### src/rtl/ppu_pkg.sv
// Shared definitions for the PPU CPU-side register block: register indices,
// VRAM handshake state encoding and VRAM address increments.
package ppu_pkg;

  localparam logic [2:0] REG_CTRL0    = 3'd0;
  localparam logic [2:0] REG_CTRL1    = 3'd1;
  localparam logic [2:0] REG_STATUS   = 3'd2;
  localparam logic [2:0] REG_OAM_ADDR = 3'd3;
  localparam logic [2:0] REG_OAM_DATA = 3'd4;
  localparam logic [2:0] REG_SCROLL   = 3'd5;
  localparam logic [2:0] REG_ADDR     = 3'd6;
  localparam logic [2:0] REG_DATA     = 3'd7;

  localparam int VRAM_INC_1  = 1;
  localparam int VRAM_INC_32 = 32;

  typedef enum logic [1:0] {
    VS_IDLE   = 2'd0,
    VS_WR_REQ = 2'd1,
    VS_RD_REQ = 2'd2
  } vram_state_e;

endpackage

### src/rtl/ppu_vram_port.sv
// VRAM request/acknowledge handshake: one outstanding read or write at a time,
// request held stable until the memory side acknowledges.
module ppu_vram_port
  import ppu_pkg::*;
(
  input  logic       clk,
  input  logic       rst,
  input  logic       wr_start_i,
  input  logic       rd_start_i,
  input  logic [7:0] wdata_i,
  input  logic       ack_i,
  output logic       req_o,
  output logic       we_o,
  output logic [7:0] wdata_o,
  output logic       idle_o,
  output logic       done_o,
  output logic       rd_done_o
);

  vram_state_e state_q, state_d;
  logic [7:0]  wdata_q, wdata_d;

  always_ff @(posedge clk or negedge rst) begin
    if (!rst) begin
      state_q <= VS_IDLE;
      wdata_q <= 8'h00;
    end else begin
      state_q <= state_d;
      wdata_q <= wdata_d;
    end
  end

  // An ack seen in IDLE is stale (e.g. from a request abandoned by reset).
  always_comb begin
    state_d   = state_q;
    wdata_d   = wdata_q;
    done_o    = 1'b0;
    rd_done_o = 1'b0;
    case (state_q)
      VS_IDLE: begin
        if (wr_start_i) begin
          state_d = VS_WR_REQ;
          wdata_d = wdata_i;
        end else if (rd_start_i) begin
          state_d = VS_RD_REQ;
        end
      end
      VS_WR_REQ: begin
        if (ack_i) begin
          state_d = VS_IDLE;
          done_o  = 1'b1;
        end
      end
      VS_RD_REQ: begin
        if (ack_i) begin
          state_d   = VS_IDLE;
          done_o    = 1'b1;
          rd_done_o = 1'b1;
        end
      end
      default: state_d = VS_IDLE;
    endcase
  end

  assign req_o   = (state_q != VS_IDLE);
  assign we_o    = (state_q == VS_WR_REQ);
  assign idle_o  = (state_q == VS_IDLE);
  assign wdata_o = wdata_q;

endmodule

### src/rtl/ppu_cpu_reg_ctrl.sv
// CPU-facing PPU register window: address decode, control/scroll/OAM registers,
// the shared write toggle, VRAM address/read buffer and NMI generation.
module ppu_cpu_reg_ctrl
  import ppu_pkg::*;
#(
  parameter logic [15:0] REG_BASE = 16'h2000,
  parameter int          VRAM_AW  = 14
) (
  input  logic               clk,
  input  logic               rst,
  input  logic [15:0]        cpu_addr,
  input  logic [7:0]         cpu_wdata,
  input  logic               cpu_read,
  input  logic               cpu_write,
  output logic [7:0]         cpu_rdata,
  input  logic [7:0]         ppu_status_in,
  output logic [7:0]         ppu_ctrl0,
  output logic [7:0]         ppu_ctrl1,
  output logic [7:0]         scroll_x,
  output logic [7:0]         scroll_y,
  output logic [7:0]         oam_addr,
  output logic               oam_we,
  output logic [7:0]         oam_wdata,
  input  logic [7:0]         oam_rdata,
  output logic [VRAM_AW-1:0] vram_addr,
  output logic               vram_req,
  output logic               vram_we,
  output logic [7:0]         vram_wdata,
  input  logic [7:0]         vram_rdata,
  input  logic               vram_ack,
  output logic               nmi_n
);

  logic [7:0]         ctrl0_q, ctrl0_d, ctrl1_q, ctrl1_d;
  logic [7:0]         scroll_x_q, scroll_x_d, scroll_y_q, scroll_y_d;
  logic [7:0]         oam_addr_q, oam_addr_d, oam_wdata_q, oam_wdata_d;
  logic               oam_we_q, oam_we_d;
  logic [VRAM_AW-1:0] vram_addr_q, vram_addr_d, vram_inc;
  logic [7:0]         rbuf_q, rbuf_d, rdata_q, rdata_d;
  logic               w_q, w_d, nmi_n_q, nmi_n_d;

  logic       hit, wr_acc, rd_acc, rd_miss;
  logic [2:0] idx;
  logic       vp_idle, vp_done, vp_rd_done;
  logic       unused_bits;

  assign unused_bits = ^{cpu_addr[12:3], ppu_status_in[4:0]};

  // A write strobe always wins over a simultaneous read strobe.
  assign hit     = (cpu_addr[15:13] == REG_BASE[15:13]);
  assign idx     = cpu_addr[2:0];
  assign wr_acc  = cpu_write & hit;
  assign rd_acc  = cpu_read & ~cpu_write & hit;
  assign rd_miss = cpu_read & ~cpu_write & ~hit;

  assign vram_inc = ctrl0_q[2] ? VRAM_AW'(VRAM_INC_32) : VRAM_AW'(VRAM_INC_1);

  ppu_vram_port u_vram_port (
    .clk        (clk),
    .rst        (rst),
    .wr_start_i (wr_acc & (idx == REG_DATA)),
    .rd_start_i (rd_acc & (idx == REG_DATA)),
    .wdata_i    (cpu_wdata),
    .ack_i      (vram_ack),
    .req_o      (vram_req),
    .we_o       (vram_we),
    .wdata_o    (vram_wdata),
    .idle_o     (vp_idle),
    .done_o     (vp_done),
    .rd_done_o  (vp_rd_done)
  );

  always_comb begin
    ctrl0_d     = ctrl0_q;
    ctrl1_d     = ctrl1_q;
    scroll_x_d  = scroll_x_q;
    scroll_y_d  = scroll_y_q;
    oam_addr_d  = oam_addr_q;
    oam_we_d    = 1'b0;
    oam_wdata_d = oam_wdata_q;
    vram_addr_d = vram_addr_q;
    rbuf_d      = rbuf_q;
    rdata_d     = rdata_q;
    w_d         = w_q;
    nmi_n_d     = ~(ppu_status_in[7] & ctrl0_q[7]);

    // OAM address advances once the write pulse has been presented.
    if (oam_we_q)   oam_addr_d  = oam_addr_q + 8'd1;
    if (vp_done)    vram_addr_d = vram_addr_q + vram_inc;
    if (vp_rd_done) rbuf_d      = vram_rdata;

    if (wr_acc) begin
      case (idx)
        REG_CTRL0:    ctrl0_d    = cpu_wdata;
        REG_CTRL1:    ctrl1_d    = cpu_wdata;
        REG_OAM_ADDR: oam_addr_d = cpu_wdata;
        REG_OAM_DATA: begin
          oam_we_d    = 1'b1;
          oam_wdata_d = cpu_wdata;
        end
        REG_SCROLL: begin
          if (w_q) scroll_y_d = cpu_wdata;
          else     scroll_x_d = cpu_wdata;
          w_d = ~w_q;
        end
        REG_ADDR: begin
          // Restart from the held address so a coincident ack increment is discarded.
          vram_addr_d = vram_addr_q;
          if (w_q) vram_addr_d[7:0]         = cpu_wdata;
          else     vram_addr_d[VRAM_AW-1:8] = cpu_wdata[VRAM_AW-9:0];
          w_d = ~w_q;
        end
        default: ;
      endcase
    end else if (rd_acc) begin
      case (idx)
        REG_STATUS: begin
          rdata_d = {ppu_status_in[7:5], 5'b0};
          w_d     = 1'b0;
        end
        REG_OAM_DATA: rdata_d = oam_rdata;
        REG_DATA:     rdata_d = rbuf_q;
        default:      rdata_d = 8'h00;
      endcase
    end else if (rd_miss) begin
      rdata_d = 8'h00;
    end
  end

  always_ff @(posedge clk or negedge rst) begin
    if (!rst) begin
      ctrl0_q     <= 8'h00;
      ctrl1_q     <= 8'h00;
      scroll_x_q  <= 8'h00;
      scroll_y_q  <= 8'h00;
      oam_addr_q  <= 8'h00;
      oam_we_q    <= 1'b0;
      oam_wdata_q <= 8'h00;
      vram_addr_q <= '0;
      rbuf_q      <= 8'h00;
      rdata_q     <= 8'h00;
      w_q         <= 1'b0;
      nmi_n_q     <= 1'b1;
    end else begin
      ctrl0_q     <= ctrl0_d;
      ctrl1_q     <= ctrl1_d;
      scroll_x_q  <= scroll_x_d;
      scroll_y_q  <= scroll_y_d;
      oam_addr_q  <= oam_addr_d;
      oam_we_q    <= oam_we_d;
      oam_wdata_q <= oam_wdata_d;
      vram_addr_q <= vram_addr_d;
      rbuf_q      <= rbuf_d;
      rdata_q     <= rdata_d;
      w_q         <= w_d;
      nmi_n_q     <= nmi_n_d;
    end
  end

  assign ppu_ctrl0 = ctrl0_q;
  assign ppu_ctrl1 = ctrl1_q;
  assign scroll_x  = scroll_x_q;
  assign scroll_y  = scroll_y_q;
  assign oam_addr  = oam_addr_q;
  assign oam_we    = oam_we_q;
  assign oam_wdata = oam_wdata_q;
  assign vram_addr = vram_addr_q;
  assign cpu_rdata = rdata_q;
  assign nmi_n     = nmi_n_q;

endmodule

### config.mk
export PLATFORM = sky130hd
export DESIGN_NAME = ppu_cpu_reg_ctrl
export DESIGN_NICKNAME = d
export VERILOG_FILES = /design/src/rtl/ppu_pkg.sv /design/src/rtl/ppu_vram_port.sv /design/src/rtl/ppu_cpu_reg_ctrl.sv
export SDC_FILE = /design/constraint.sdc
export NUM_CORES = 1
export LEC_CHECK = 0
export ABC_CLOCK_PERIOD_IN_PS = 2200
export CAP_MARGIN = 10
export CORE_AREA = 2 2 99 101
export DETAILED_ROUTE_END_ITERATION = 8
export DIE_AREA = 0 0 101 103
export PLACE_DENSITY = 0.86
export SLEW_MARGIN = 30
export SYNTH_ARGS = -nofsm -noshare
export SYNTH_HDL_FRONTEND = slang
export SYNTH_SLANG_ARGS = --single-unit
### constraint.sdc
create_clock -name clk -period 2.2 [get_ports clk]
set_input_delay 0.22 -clock clk [delete_from_list [all_inputs] [get_ports clk]]
set_output_delay 0.22 -clock clk [all_outputs]
set_load 0.05 [all_outputs]
==> metrics.csv <==
metric;value;unit
status;finished clean;
worst_pin_slew;0.5433;ns
numClockSinks;91;
synthTopCellsByArea;dfrtp_1, mux2_2, nand2_1;
drive_gt1_share;19.11;%
vias_per_cell;5.550;
drt_iter0_drc;173;
setup_viol;0;
die_h;103;µm
path_buf_inv;0;
vdd_drop_max;559.3;µV
num_vias;3363;
grt_max_degree;54;
place_hpwl;8025;µm
dieArea;10400;µm²
synth_cell_types;50;
wire_per_inst;18.30;µm
cpMaxStageDelayCell;dfrtp_1;
root_buffer;clkbuf_8;
async_flop_share;100.0;%
drc;0;
synth_flop_cell;dfrtp_1;
final_common_cell;clkdlybuf4s50_1;
io_buffers;119;
maxCapViolations;0;
post-route-period-util;93.69;%
routabilityCongestion;0.9145;
post-cts-setup-buffers;0;
dieWidth;101;µm
antenna_found_initial;0;
initial_core_util;44.54;%
crit-reg2reg-launch;ppu_ctrl0[2];
ant_nets;0;
diodes;0;
synth_edf_count;0;
clockBufferDepth;2;
syn_area;4213;µm²
rsz0062_at_grt;no;
syn_to_final_growth;37.42;%
hold_path.class;in2async;
ys.warnings.count;0;
p_leak;0.002527;µW
reg2reg_to;vram_addr[7];
grt_pass1_vias;3455;
crit_chain;ha_1 -> and3_1 -> a41oi_1 -> nand2b_1 -> a21oi_1 -> o221a_2;
largest_reg_flops;14;
core;9459;µm²
worst_ep_required_time;2.45;ns
grt_pass1_wl;17480;µm
layout_common_cells;clkdlybuf4s50_1, dfrtp_1, mux2_2;
seq_area_frac_synth;54.08;%
cts-buffers-inserted;9;
layout_setup_ws;0.1389;ns
synth_top_cell_by_area;dfrtp_1;
finalPower;5608;µW
slew_violations;0;
relSlewSlack;63.67;%
worstPathArrival;2.31;ns
critPathMaxStageDelay;0.42;ns
h-tree-depth;3;
fin_crit;2.061;ns
syn_avg_cell_area;11.80;µm²
end_kind;flip-flop;
cts_tree;done;
hold_viol_final;0;
path_clk_slew;0.09;ns
clk_latency;0.36;ns
routed_wirelength;11090;µm
path_delay_family;compound AO/OA/AOI/OAI gates;
track_usage;21.92;%
worstSetupStartpointType;flip-flop;
worst-setup-path-type;reg2reg;
gr-total-overflow;0;
critical_path.max_fanout;5;
ys_ff_latch;91;
placementRows;36;
layout.nets;548;
yosysTopAreaCellShare;53.46;%
synth_cells;357;
syn-num-nets;417;
ff2ff_setup_slack;0.14;ns
clock_skew;0.007921;ns
max_freq;0.4852;GHz
powerDensity;968.6;nW/µm²
pre_cts_ws;-0.04523;ns
io_pins;135;
firstDrtPassIters;4;
r2r_cells;6;
-- area by class of cell --
cell class,count,area (µm²)
Sequential cell,91,2278
Multi-Input combinational cell,243,1819
Timing Repair Buffer,138,1361
Clock buffer,12,145.1
Fill cell,761,3670
Tap cell,114,142.6
Clock inverter,3,23.77
Inverter,5,18.77
-- worst max-delay path by stage --
stage / cells after the start / end / slack (ns) / from
2_1_floorplan: 6 / vram_addr[7] / 0.12 / vram_addr[5]
3_3_place_gp: 7 / scroll_x[7] / 0.03 / cpu_addr[14]
3_5_place_dp: 6 / ppu_ctrl0[5] / -0.05 / cpu_addr[14]
4_1_cts: 4 / vram_req / 0.0007 / u_vram_port.state_q[0]
5_1_grt: 6 / vram_addr[7] / 0.09 / ppu_ctrl0[2]
6_report: 6 / vram_addr[7] / 0.14 / ppu_ctrl0[2]
-- cell families after synthesis --
group           count (synthesis)  share of synthesized area (%)
fa+ha+maj                       7                          2.079
flops                          91                          54.08
compound gates                 66                          10.75
xor+xnor                        9                          1.871
mux                            56                          15.65
buf+inv                        23                          2.733
simple gates                  105                          12.83
-- report_power, final --
group / switching (µW) / internal, µW / total [µW]
sequential: 288 / 2000 / 2290
clock: 584 / 441 / 1020
combinational: 1430 / 862 / 2290
-- metal layers --
metal | GRT usage (%) | wire length (µm) | up-vias
met5 | 0 | 0 | -
met4 | 7.692 | 158 | 0
li1 | - | - | 1549
met2 | 36.77 | 5619 | 123
met1 | 27.08 | 4524 | 1677
met3 | 6.712 | 788 | 14
-- metrics by stage --
| step | area (µm²) | hold slack, ns | util [%] | std cells | TNS (ns) |
|---|---|---|---|---|---|
| 3_3_place_gp | 5608 | 0.2161 | 59.29 | 590 | 0 |
| 2_1_floorplan | 4213 | -0.07559 | - | 357 | 0 |
| 5_1_grt | 5789 | 0.4018 | 61.20 | 606 | 0 |
| 6_report | 5789 | 0.3948 | 61.20 | 606 | 0 |
| 3_5_place_dp | 5608 | 0.2255 | 59.29 | 590 | -0.7191 |
| 4_1_cts | 5787 | 0.3964 | 61.18 | 606 | 0 |
-- Yosys cell counts, types with 2 or more instances --
| master | n |
|---|---|
| o32ai_1 | 2 |
| nand3_1 | 18 |
| nand2b_1 | 5 |
| a31oi_1 | 2 |
| a21oi_1 | 6 |
| inv_1 | 5 |
| a22o_1 | 11 |
| nor3_1 | 5 |
| or3_1 | 3 |
| nand2_1 | 35 |
| clkbuf_1 | 7 |
| mux2_2 | 47 |
| ha_1 | 7 |
| buf_2 | 8 |
| xnor2_1 | 4 |
| nand4_1 | 5 |
| xor2_1 | 5 |
| o31ai_1 | 2 |
| a22oi_1 | 6 |
| dfrtp_1 | 90 |
| o21ai_0 | 21 |
| nor2b_1 | 3 |
| o31a_1 | 2 |
| nor2_1 | 15 |
| o211ai_1 | 5 |
| buf_6 | 2 |
| and3_1 | 3 |
| mux2_4 | 8 |
| and2_1 | 4 |
-- what timing repair did --
| action | CTS | global route |
|---|---|---|
| setup endpoints to repair | 0 | 1 |
| resized for setup | 0 | 1 |
| hold buffers | 1 | 0 |
| hold endpoints to repair | 37 | 0 |
Power figures use the tool's default switching activity.
